`config.mk`:
```
export PLATFORM = sky130hd
export DESIGN_NAME = pkmc_sdram_refsched
export DESIGN_NICKNAME = d
export VERILOG_FILES = /design/src/rtl/pkmc_sdram_refsched_pkg.sv /design/src/rtl/pkmc_sdram_refpend.sv /design/src/rtl/pkmc_sdram_refsched.sv
export SDC_FILE = /design/constraint.sdc
export NUM_CORES = 1
export LEC_CHECK = 0
export BUFFER_PORTS_ARGS = -buffer_cell sky130_fd_sc_hd__buf_2
export CORE_MARGIN = 4
export CORE_UTILIZATION = 40
export DETAILED_ROUTE_END_ITERATION = 8
export GPL_ROUTABILITY_DRIVEN = 1
export GPL_TIMING_DRIVEN = 1
export SYNTH_ARGS = -nofsm -noshare
export SYNTH_HDL_FRONTEND = slang
export SYNTH_SLANG_ARGS = --single-unit
```
`constraint.sdc`:
```
create_clock -name clk -period 1.7 [get_ports clk]
set_input_delay 0.085 -clock clk [delete_from_list [all_inputs] [get_ports clk]]
set_output_delay 0.085 -clock clk [all_outputs]
set_load 0.01 [all_outputs]
```
`src/rtl/pkmc_sdram_refsched_pkg.sv`:
```
// Purpose : shared SDRAM refresh-scheduler defines: FSM state encoding,
//           SDRAM command encodings and default timing constants.
// Ports   : none (package).
package pkmc_sdram_refsched_pkg;

  typedef enum logic [2:0] {
    ST_IDLE      = 3'd0,
    ST_ACCESS    = 3'd1,
    ST_PRECHG    = 3'd2,
    ST_TRP_WAIT  = 3'd3,
    ST_AREF      = 3'd4,
    ST_TRFC_WAIT = 3'd5
  } state_e;

  // SDRAM command bus encodings; 2'b11 is reserved and never driven.
  localparam logic [1:0] CMD_NOP  = 2'b00;
  localparam logic [1:0] CMD_PALL = 2'b01;
  localparam logic [1:0] CMD_AREF = 2'b10;

  localparam int unsigned DEF_T_RP      = 2;
  localparam int unsigned DEF_T_RFC     = 7;
  localparam int unsigned DEF_MAX_PEND  = 8;
  localparam int unsigned DEF_BURST_THR = 4;

  // Wait-counter width: clog2 of the larger timing value, at least one bit.
  // A counter of this width holds (max - 1), which is the largest reload.
  function automatic int unsigned wait_w(input int unsigned a, input int unsigned b);
    int unsigned m;
    m = (a > b) ? a : b;
    return (m < 2) ? 1 : $clog2(m);
  endfunction

endpackage

```
`src/rtl/pkmc_sdram_refpend.sv`:
```
// Purpose : saturating up/down counter of owed refreshes plus sticky overflow.
// Latency : count and flag update one cycle after inc_i/dec_i.
// Backpr. : none; an increment at saturation is dropped and sets ovf_o.
// Ports   : clk, rst_n (async active-low), inc_i, dec_i, cnt_o[3:0], ovf_o.
module pkmc_sdram_refpend #(
  parameter int unsigned MAX_PEND = 8
) (
  input  logic       clk,
  input  logic       rst_n,
  input  logic       inc_i,
  input  logic       dec_i,
  output logic [3:0] cnt_o,
  output logic       ovf_o
);

  localparam logic [3:0] MAX_CNT = 4'(MAX_PEND);

  logic [3:0] cnt_q, cnt_d;
  logic       ovf_q, ovf_d;

  always_comb begin
    cnt_d = cnt_q;
    ovf_d = ovf_q;
    if (inc_i && !dec_i) begin
      if (cnt_q == MAX_CNT) ovf_d = 1'b1;  // refresh lost, remember it until reset
      else                  cnt_d = cnt_q + 4'd1;
    end else if (dec_i && !inc_i && cnt_q != 4'd0) begin
      cnt_d = cnt_q - 4'd1;
    end
  end

  always_ff @(posedge clk or negedge rst_n) begin
    if (!rst_n) begin
      cnt_q <= 4'd0;
      ovf_q <= 1'b0;
    end else begin
      cnt_q <= cnt_d;
      ovf_q <= ovf_d;
    end
  end

  assign cnt_o = cnt_q;
  assign ovf_o = ovf_q;

endmodule

```
`src/rtl/pkmc_sdram_refsched.sv`:
```
// Purpose : SDRAM auto-refresh scheduler arbitrating refresh vs. one access requester.
// Latency : grant and commands are registered, one cycle after the IDLE decision.
// Backpr. : acc_req waits while refresh owns the bus; refresh never preempts an access.
// Ports   : clk, rst_n (async active-low), ref_tick, acc_req, acc_done in;
//           acc_gnt, cmd[1:0], ref_busy, pend_cnt[3:0], ref_ovf out.
// Config  : define PKMC_REF_BURST_EN for postponed-burst refresh (access preferred
//           until BURST_THR owed, then one PALL followed by back-to-back AREFs).
module pkmc_sdram_refsched
  import pkmc_sdram_refsched_pkg::*;
#(
  parameter int unsigned T_RP      = DEF_T_RP,
  parameter int unsigned T_RFC     = DEF_T_RFC,
  parameter int unsigned MAX_PEND  = DEF_MAX_PEND,
  parameter int unsigned BURST_THR = DEF_BURST_THR
) (
  input  logic       clk,
  input  logic       rst_n,
  input  logic       ref_tick,
  input  logic       acc_req,
  input  logic       acc_done,
  output logic       acc_gnt,
  output logic [1:0] cmd,
  output logic       ref_busy,
  output logic [3:0] pend_cnt,
  output logic       ref_ovf
);

  if (T_RP < 1 || T_RFC < 1 || MAX_PEND < 1 || MAX_PEND > 15 ||
      BURST_THR < 1 || BURST_THR > MAX_PEND) begin : g_bad_param
    $error("pkmc_sdram_refsched: parameter out of range");
  end

  localparam int unsigned    WW      = wait_w(T_RP, T_RFC);
  localparam logic [WW-1:0]  TRP_LD  = WW'(T_RP - 1);
  localparam logic [WW-1:0]  TRFC_LD = WW'(T_RFC - 1);

  state_e        state_q, state_d;
  logic [WW-1:0] wait_q, wait_d;
  logic [1:0]    cmd_q, cmd_d;
  logic          gnt_q, gnt_d;
  logic          busy_q, busy_d;
  logic          rfc_done;

  pkmc_sdram_refpend #(.MAX_PEND(MAX_PEND)) u_refpend (
    .clk   (clk),
    .rst_n (rst_n),
    .inc_i (ref_tick),
    .dec_i (cmd_q == CMD_AREF),
    .cnt_o (pend_cnt),
    .ovf_o (ref_ovf)
  );

`ifdef PKMC_REF_BURST_EN
  localparam logic [3:0] BURST_THR4 = 4'(BURST_THR);
  logic more_ref;
  // In the AREF cycle itself the counter still includes the refresh being issued.
  assign more_ref = (pend_cnt > ((state_q == ST_AREF) ? 4'd1 : 4'd0));
`endif

  always_comb begin
    state_d  = state_q;
    wait_d   = wait_q;
    rfc_done = 1'b0;
    unique case (state_q)
      ST_IDLE: begin
`ifdef PKMC_REF_BURST_EN
        if (pend_cnt >= BURST_THR4 || (pend_cnt != 4'd0 && !acc_req)) state_d = ST_PRECHG;
        else if (acc_req)                                              state_d = ST_ACCESS;
`else
        if (pend_cnt != 4'd0) state_d = ST_PRECHG;
        else if (acc_req)     state_d = ST_ACCESS;
`endif
      end
      ST_ACCESS: if (acc_done) state_d = ST_IDLE;
      ST_PRECHG: begin
        if (T_RP == 1) state_d = ST_AREF;
        else begin
          state_d = ST_TRP_WAIT;
          wait_d  = TRP_LD;
        end
      end
      ST_TRP_WAIT: begin
        if (wait_q <= WW'(1)) begin
          state_d = ST_AREF;
          wait_d  = '0;
        end else wait_d = wait_q - WW'(1);
      end
      ST_AREF: begin
        if (T_RFC == 1) rfc_done = 1'b1;
        else begin
          state_d = ST_TRFC_WAIT;
          wait_d  = TRFC_LD;
        end
      end
      ST_TRFC_WAIT: begin
        if (wait_q <= WW'(1)) begin
          rfc_done = 1'b1;
          wait_d   = '0;
        end else wait_d = wait_q - WW'(1);
      end
      default: state_d = ST_IDLE;
    endcase

    if (rfc_done) begin
`ifdef PKMC_REF_BURST_EN
      // Bank is still precharged: chain the next refresh without another PALL.
      state_d = more_ref ? ST_AREF : ST_IDLE;
`else
      state_d = ST_IDLE;
`endif
    end

    // Outputs are registered from the next state so they align with state_q.
    gnt_d  = (state_d == ST_ACCESS);
    busy_d = (state_d == ST_PRECHG) || (state_d == ST_TRP_WAIT) ||
             (state_d == ST_AREF)   || (state_d == ST_TRFC_WAIT);
    cmd_d  = (state_d == ST_PRECHG) ? CMD_PALL :
             (state_d == ST_AREF)   ? CMD_AREF : CMD_NOP;
  end

  always_ff @(posedge clk or negedge rst_n) begin
    if (!rst_n) begin
      state_q <= ST_IDLE;
      wait_q  <= '0;
      cmd_q   <= CMD_NOP;
      gnt_q   <= 1'b0;
      busy_q  <= 1'b0;
    end else begin
      state_q <= state_d;
      wait_q  <= wait_d;
      cmd_q   <= cmd_d;
      gnt_q   <= gnt_d;
      busy_q  <= busy_d;
    end
  end

  assign cmd      = cmd_q;
  assign acc_gnt  = gnt_q;
  assign ref_busy = busy_q;

endmodule

```
### Word level (Yosys, flattened, before mapping)

Index checks and enable logic that the tools add are counted.

| word-level totals | value |
|---|---|
| bits in registers | 15 |
| bits of input ports | 5 |
| output and inout bits | 9 |
| logic and storage cells | 54 |

| operators by class | value |
|---|---|
| add/sub/neg operators | 3 |
| magnitude comparators | 1 |
| eq/ne operators | 13 |
| multiplexer cells | 15 |
| reduce and logical (&&, ||, !) cells | 15 |

Operators by type and width:

| cell | number |
|---|---|
| 2-to-1 mux 3 bit | 6 |
| case mux 3 bit (6 select lines) | 1 |
| == test 3 x 2 -> 1 bit (second input constant) | 4 |
| == test 3 bit (second input constant) | 4 |
| 2-to-1 mux 4 bit | 3 |
| case mux 3 bit (3 select lines) | 1 |
| == test 3 x 1 -> 1 bit (second input constant) | 2 |
| adder 4 x 1 -> 4 bit (second input constant) | 1 |
| == test 4 bit (second input constant) | 1 |
| 2-to-1 mux 2 bit | 2 |
| AND reduction 2 bit | 2 |
| nonzero test 4 bit | 1 |
| subtractor 4 x 1 -> 4 bit (second input constant) | 1 |
| less-or-equal comparator 3 x 1 -> 1 bit (second input constant) | 1 |
| logical AND 1 bit | 3 |
| zero test 3 bit | 1 |
| logical OR 1 bit | 3 |
| nonzero test 3 bit | 1 |
| subtractor 3 x 1 -> 3 bit (second input constant) | 1 |
| == test 2 bit (second input constant) | 1 |
| zero test 1 bit | 2 |
| 2-to-1 mux 1 bit | 2 |
| inequality test 2 bit (second input constant) | 1 |
| nonzero test 2 bit | 1 |
| OR reduction 2 bit | 1 |

### Longest topological paths before layout

| depth | value |
|---|---|
| depth in word-level cells | 8 |
| gate-level depth with buffers | 8 |
| mapped depth without buffers | 8 |

### By module

From an unflattened synthesis, not the netlist that was laid out.

| unflattened totals | value |
|---|---|
| cells, all modules | 92 |
| area, all modules | 949.7 um^2 |

By module, submodules not included:

| module | times used | cells each | area each (um^2) | sequential area each (um^2) |
|---|---|---|---|---|
| pkmc_sdram_refsched | 1 | 62 | 614.3 | 250.2 |
| pkmc_sdram_refpend | 1 | 30 | 335.3 | 125.1 |

### Worst setup path after synthesis

Ideal clock, no wire load.

| timing | value |
|---|---|
| kind | register to register |
| from | register cmd_q[0], in the netlist cmd[0] |
| to | register u_refpend.cnt_q[2], in the netlist u_refpend.cnt_o[2] |
| setup time | 0.119 ns |
| data arrival time | 1.703 ns |
| required time | 1.581 ns |
| path slack | -0.122 ns |
| cell stages (with the launch flop) | 9 |
| buffers on the path | 0 |
| path through | dfrtp_1 nand2b_1 and2_1 inv_2 fa_1 xnor2_1 a211oi_1 a31o_1 o21a_1 |

| on the way | value |
|---|---|
| word-level cells in the longest chain between the ends | 5 |
| elaborated cells on any way between the ends | 9 |
| those cells by class | eq/ne (2); mux (1); reduce/logical (6) |

Ends and longest elaborated chain:

| item | line | source |
|---|---|---|
| start: declaration | pkmc_sdram_refsched.sv:39 | `logic [1:0] cmd_q, cmd_d;` |
| start signal: assignment | pkmc_sdram_refsched.sv:131 | `cmd_q <= cmd_d;` |
| == test 2 bit (*) | pkmc_sdram_refsched.sv:48 | `.dec_i (cmd_q == CMD_AREF),` |
| zero test 1 bit or logical AND 1 bit (tied branches) | pkmc_sdram_refpend.sv:24, pkmc_sdram_refpend.sv:27 |  |
| logical AND 1 bit, on equally long branches | pkmc_sdram_refpend.sv:24, pkmc_sdram_refpend.sv:27 |  |
| inequality test 2 bit (no source line) or nonzero test 2 bit (tied branches) | - |  |
| AND reduction 2 bit (no source line) | - |  |
| end signal: assignment | pkmc_sdram_refpend.sv:37 | `cnt_q <= cnt_d;` |
| end: declaration | pkmc_sdram_refpend.sv:18 | `logic [3:0] cnt_q, cnt_d;` |

Every way passes the cells marked *; elsewhere a longest branch is shown, timed or not.
A chain may end at the register's enable or synchronous reset.

### Worst setup path in the final report

| timing | value |
|---|---|
| from | register cmd_q[1], in the netlist cmd[1] |
| to | register u_refpend.cnt_q[2], in the netlist u_refpend.cnt_o[2] |

The elaborated chain is that of the path after synthesis.

==> results by stage <==
GRT:
- In the global route stage, overall resource usage came out at 0.1416.
- The number of global-route vias before repair came to 696.
- The total overflow reported by the global router is 0.
- The number of antenna violations at the first check in global routing is 0.
- The maximum number of pins on one net before global-route repair is 16.
- The first global-routing pass estimated 2980 um of wire.

Timing:
- Setup slack on the critical path of the routed design comes to -7.032 ps.
- The part of the cycle the worst path needs is 1.004.
- The worst clock skew is 5.667 ps.
- The final number of hold-violating endpoints came to 0.
- Setup repair after global routing could not meet its margin everywhere.
- The actual transition at the worst max-transition pin is 362.8 ps.
- The final setup TNS is -7.032 ps.
- The headroom to the max-slew limit is 0.7563.
- The shortest period the worst path allows is 1707 ps.
- Setup violations remaining at the end of the flow were counted as 1.
- The final max-slew violation count came to 0.
- Based on the critical path, the design can be clocked at up to 585.8 MHz.

Synth:
- Synthesis handed over a netlist of 88 instances.
- Of the post-synthesis cell area, the dominant cell type holds 0.4261.
- Sorting the synthesized cells by how often they occur yields sky130_fd_sc_hd__dfrtp_1, sky130_fd_sc_hd__a21oi_1, sky130_fd_sc_hd__nor2_1.
- The top cell type by total area after synthesis is sky130_fd_sc_hd__dfrtp_1.
- The dominant cell by count in the synthesized netlist is sky130_fd_sc_hd__dfrtp_1.
- Summing every instance area after synthesis gives 880.8 um^2.
- The fraction of registers with async set/reset is 1.000.
- The number of register bits inferred by synthesis is 15.
- The number of warnings issued by yosys is 0.
- The number of enable-type register cells in the synthesized netlist is 0.
- The sequential cell area fraction in the yosys report is 0.4261.
- Each instance of the synthesized netlist takes up on average 10.01 um^2.
- The number of unique standard cell types used by synthesis is 33.
- When the netlist entered floorplanning its net count stood at 98.
- Among all flip-flop cells after synthesis, the most frequent one is sky130_fd_sc_hd__dfrtp_1.
- After synthesis, the cell types taking the most area are sky130_fd_sc_hd__dfrtp_1, sky130_fd_sc_hd__ha_1, sky130_fd_sc_hd__a21oi_1.

Route:
- Summed over all nets, wire length on met2 after detailed routing comes to 811 um.
- The first detailed-routing pass took 4 iterations.
- Summed over all layers, the routed wires come to 1755 um.
- Once detail routing completed, the nets flagged for antenna violations numbered 0.
- Dividing the detail-routed wire length by the instance count gives 12.90 um.
- The final route contains 711 vias.
- The highest layer used for signal routing is met4.
- The remaining routing DRC violations is 0.
- Summed over all nets, wire length on met3 after detailed routing comes to 90 um.
- The detailed router put a total of 821 um of wire on met1.
- The detailed router finished its first iteration with 6 violations.
- After detailed routing, the number of vias per cell comes to 5.228.

Final layout:
- For this run, the post-layout net count is 120.
- The post-route cell area is 0.001071 mm^2.
- The multi-input combinational cells in the finished layout cover a total of 494.2 um^2.
- The layout has 194 filler cells.
- The share of cells above drive strength 1 is 0.2936.
- The sequential cells in the finished layout cover a total of 375.4 um^2.
- The area growth from synthesis to layout is 21.59%.
- The number of diodes added for antenna fixing is 0.
- The utilization of the core after routing is 0.5297.

Critical path:
- For this run, the slowest stage of the critical path takes 420 ps.
- The largest driver fanout on the critical path is 5.
- The worst setup path is captured at a flop.
- The category of the worst setup path launch point is a flop.
- The worst path required time is 1930 ps.
- The data arrival time of the worst path is 1940 ps.
- The worst-path cell with the longest stage delay is sky130_fd_sc_hd__dfrtp_1.
- The type of the worst setup path is flop to flop.
- Traced cell by cell, the critical path runs through nand2b_4 > and2_4 > inv_4 > fa_2 > xnor2_2 > a211oi_1 > a31o_1 > o21a_1.

Clock tree:
- After clock tree synthesis, the repair step resized 0 gates.
- The root buffer selected by CTS is sky130_fd_sc_hd__clkbuf_4.
- The later pin in the worst-skew pair is clocked with a latency of 290 ps.
- The total number of H-tree levels is 1.
- The number of clock sinks seen by CTS is 15.
- The CTS buffer count is 3.
- Clock-pin slew was measured on the worst setup and hold paths at 90 ps.
- No sink is reached through more buffers than the 2 on the longest clock path.
- TritonCTS built the clock tree.

Floorplan:
- The die area is 0.003017 mm^2.
- The floorplan step set the die height to 54.93 um.
- During I/O placement, the number of pins put on the boundary was 14.
- The area inside the core boundary is 0.002022 mm^2.
- From left edge to right edge, the die measures 54.93 um.
- For this configuration, the core starts out at a cell density of 0.4356.
- The row count is 16.

Pwr:
- The static leakage power is 0.4920 nW.
- The power density relative to cell area is 2032 mW/mm^2.
- The overall power of the completed layout is 2.176 mW.
- IR analysis of the VDD net gives a maximum drop of 766.7 uV.

Run:
- Max-cap violations in this run came to 0.

Placement:
- Routability-driven placement finished with a final weighted congestion of 0.7539.
- The number of input and output port buffers inserted is 13.
- Once detailed placement completed, the half-perimeter wirelength came to 1327 um.
- After detailed placement, the total cell area comes to 0.001012 mm^2.

Outcome:
- The flow ran to the end, but the final reports show violations.
- The checks that failed: negative setup slack.

Min path:
- The class of the tightest hold or removal check is input pin to flop.
-- timing repair --
| item | in CTS | in global routing |
|---|---|---|
| setup buffers | 1 | 2 |
| hold buffers | 1 | 0 |
| endpoints found under the hold margin | 15 | 0 |
| endpoints found under the setup margin | 3 | 3 |
| cloned | 0 | 0 |
-- kinds of logic (layout without fill, tap and decap cells) --
logic type | after synthesis | after routing | synth area share
flip-flops | 15 | 15 | 0.4261
XOR/XNOR | 2 | 2 | 0.01989
multiplexers | 2 | 2 | 0.03835
AO/OA/AOI/OAI | 27 | 27 | 0.2088
buffers and inverters | 8 | 29 | 0.03550
adder cells (fa/ha/maj) | 5 | 5 | 0.07955
AND/OR/NAND/NOR | 29 | 29 | 0.1917
-- metal layers --
metal | GRT usage | up-vias
li1 | - | 356
met3 | 0.05630 | 4
met2 | 0.2362 | 14
met4 | 0.06073 | 0
met1 | 0.1591 | 337
met5 | 0 | -
-- critical path, delay by kind of cell, from the launching register on --
family                   cells  cell delay, ps
AO/OA/AOI/OAI                3             450
flip-flops                   1             420
adder cells (fa/ha/maj)      1             350
AND/OR/NAND/NOR              2             250
XOR/XNOR                     1             150
buffers and inverters        1              50
-- cell usage in the layout, fill, tap and decap left out, drive strengths merged, types with 2 or more instances in the layout --
cell,count
and2,2
nor4,2
nand2,5
o21bai,2
clkbuf,4
buf,19
nand2b,4
o21ai,3
o31ai,4
nor2b,4
o21a,2
a21o,3
xnor2,2
nor3,3
dfrtp,15
nor2,7
a21oi,8
ha,4
inv,5
-- layout make-up --
cell class,count,share of cell area
flip-flops and latches,15,0.3505
multi-input cells,65,0.4614
clock buffers,4,0.02453
inverters,5,0.01986
well taps,27,0.03154
repair buffers,20,0.1121
-- power breakdown --
group,internal [mW],switching [mW]
Sequential,0.520,0.247
Clock,0.0914,0.123
Combinational,0.632,0.562
-- per-stage QoR --
stage,worst slack [ps],hold WS [ps],cells
6_report,-7.032,93.24,136
5_1_grt,-78.90,96.50,136
4_1_cts,-15.65,90.69,134
3_5_place_dp,-12.65,10.53,128
3_3_place_gp,-3.679,11.66,128
2_1_floorplan,3.414,-210.6,88
-- sequential cells by signal, summed over array words and instances (netlist names) --
register and count:
u_refpend.cnt_o 4, cmd 2, wait_q 3, ref_busy 1, acc_gnt 1, u_refpend.ovf_o 1, state_q 3
-- path summary, 6_finish.rpt --
path,start,end,slack (ps),cells after the start
setup reg to reg,cmd[1],u_refpend.cnt_o[2],-7,8
min in group asynchronous,rst_n,u_refpend.cnt_o[0],220,2
max in group asynchronous,rst_n,state_q[2],1220,2
setup / recovery,cmd[1],u_refpend.cnt_o[2],-7,8
hold reg to reg,u_refpend.ovf_o,u_refpend.ovf_o,500,1
hold / removal,acc_done,acc_gnt,90,3
(Power assumes the default switching activity.)
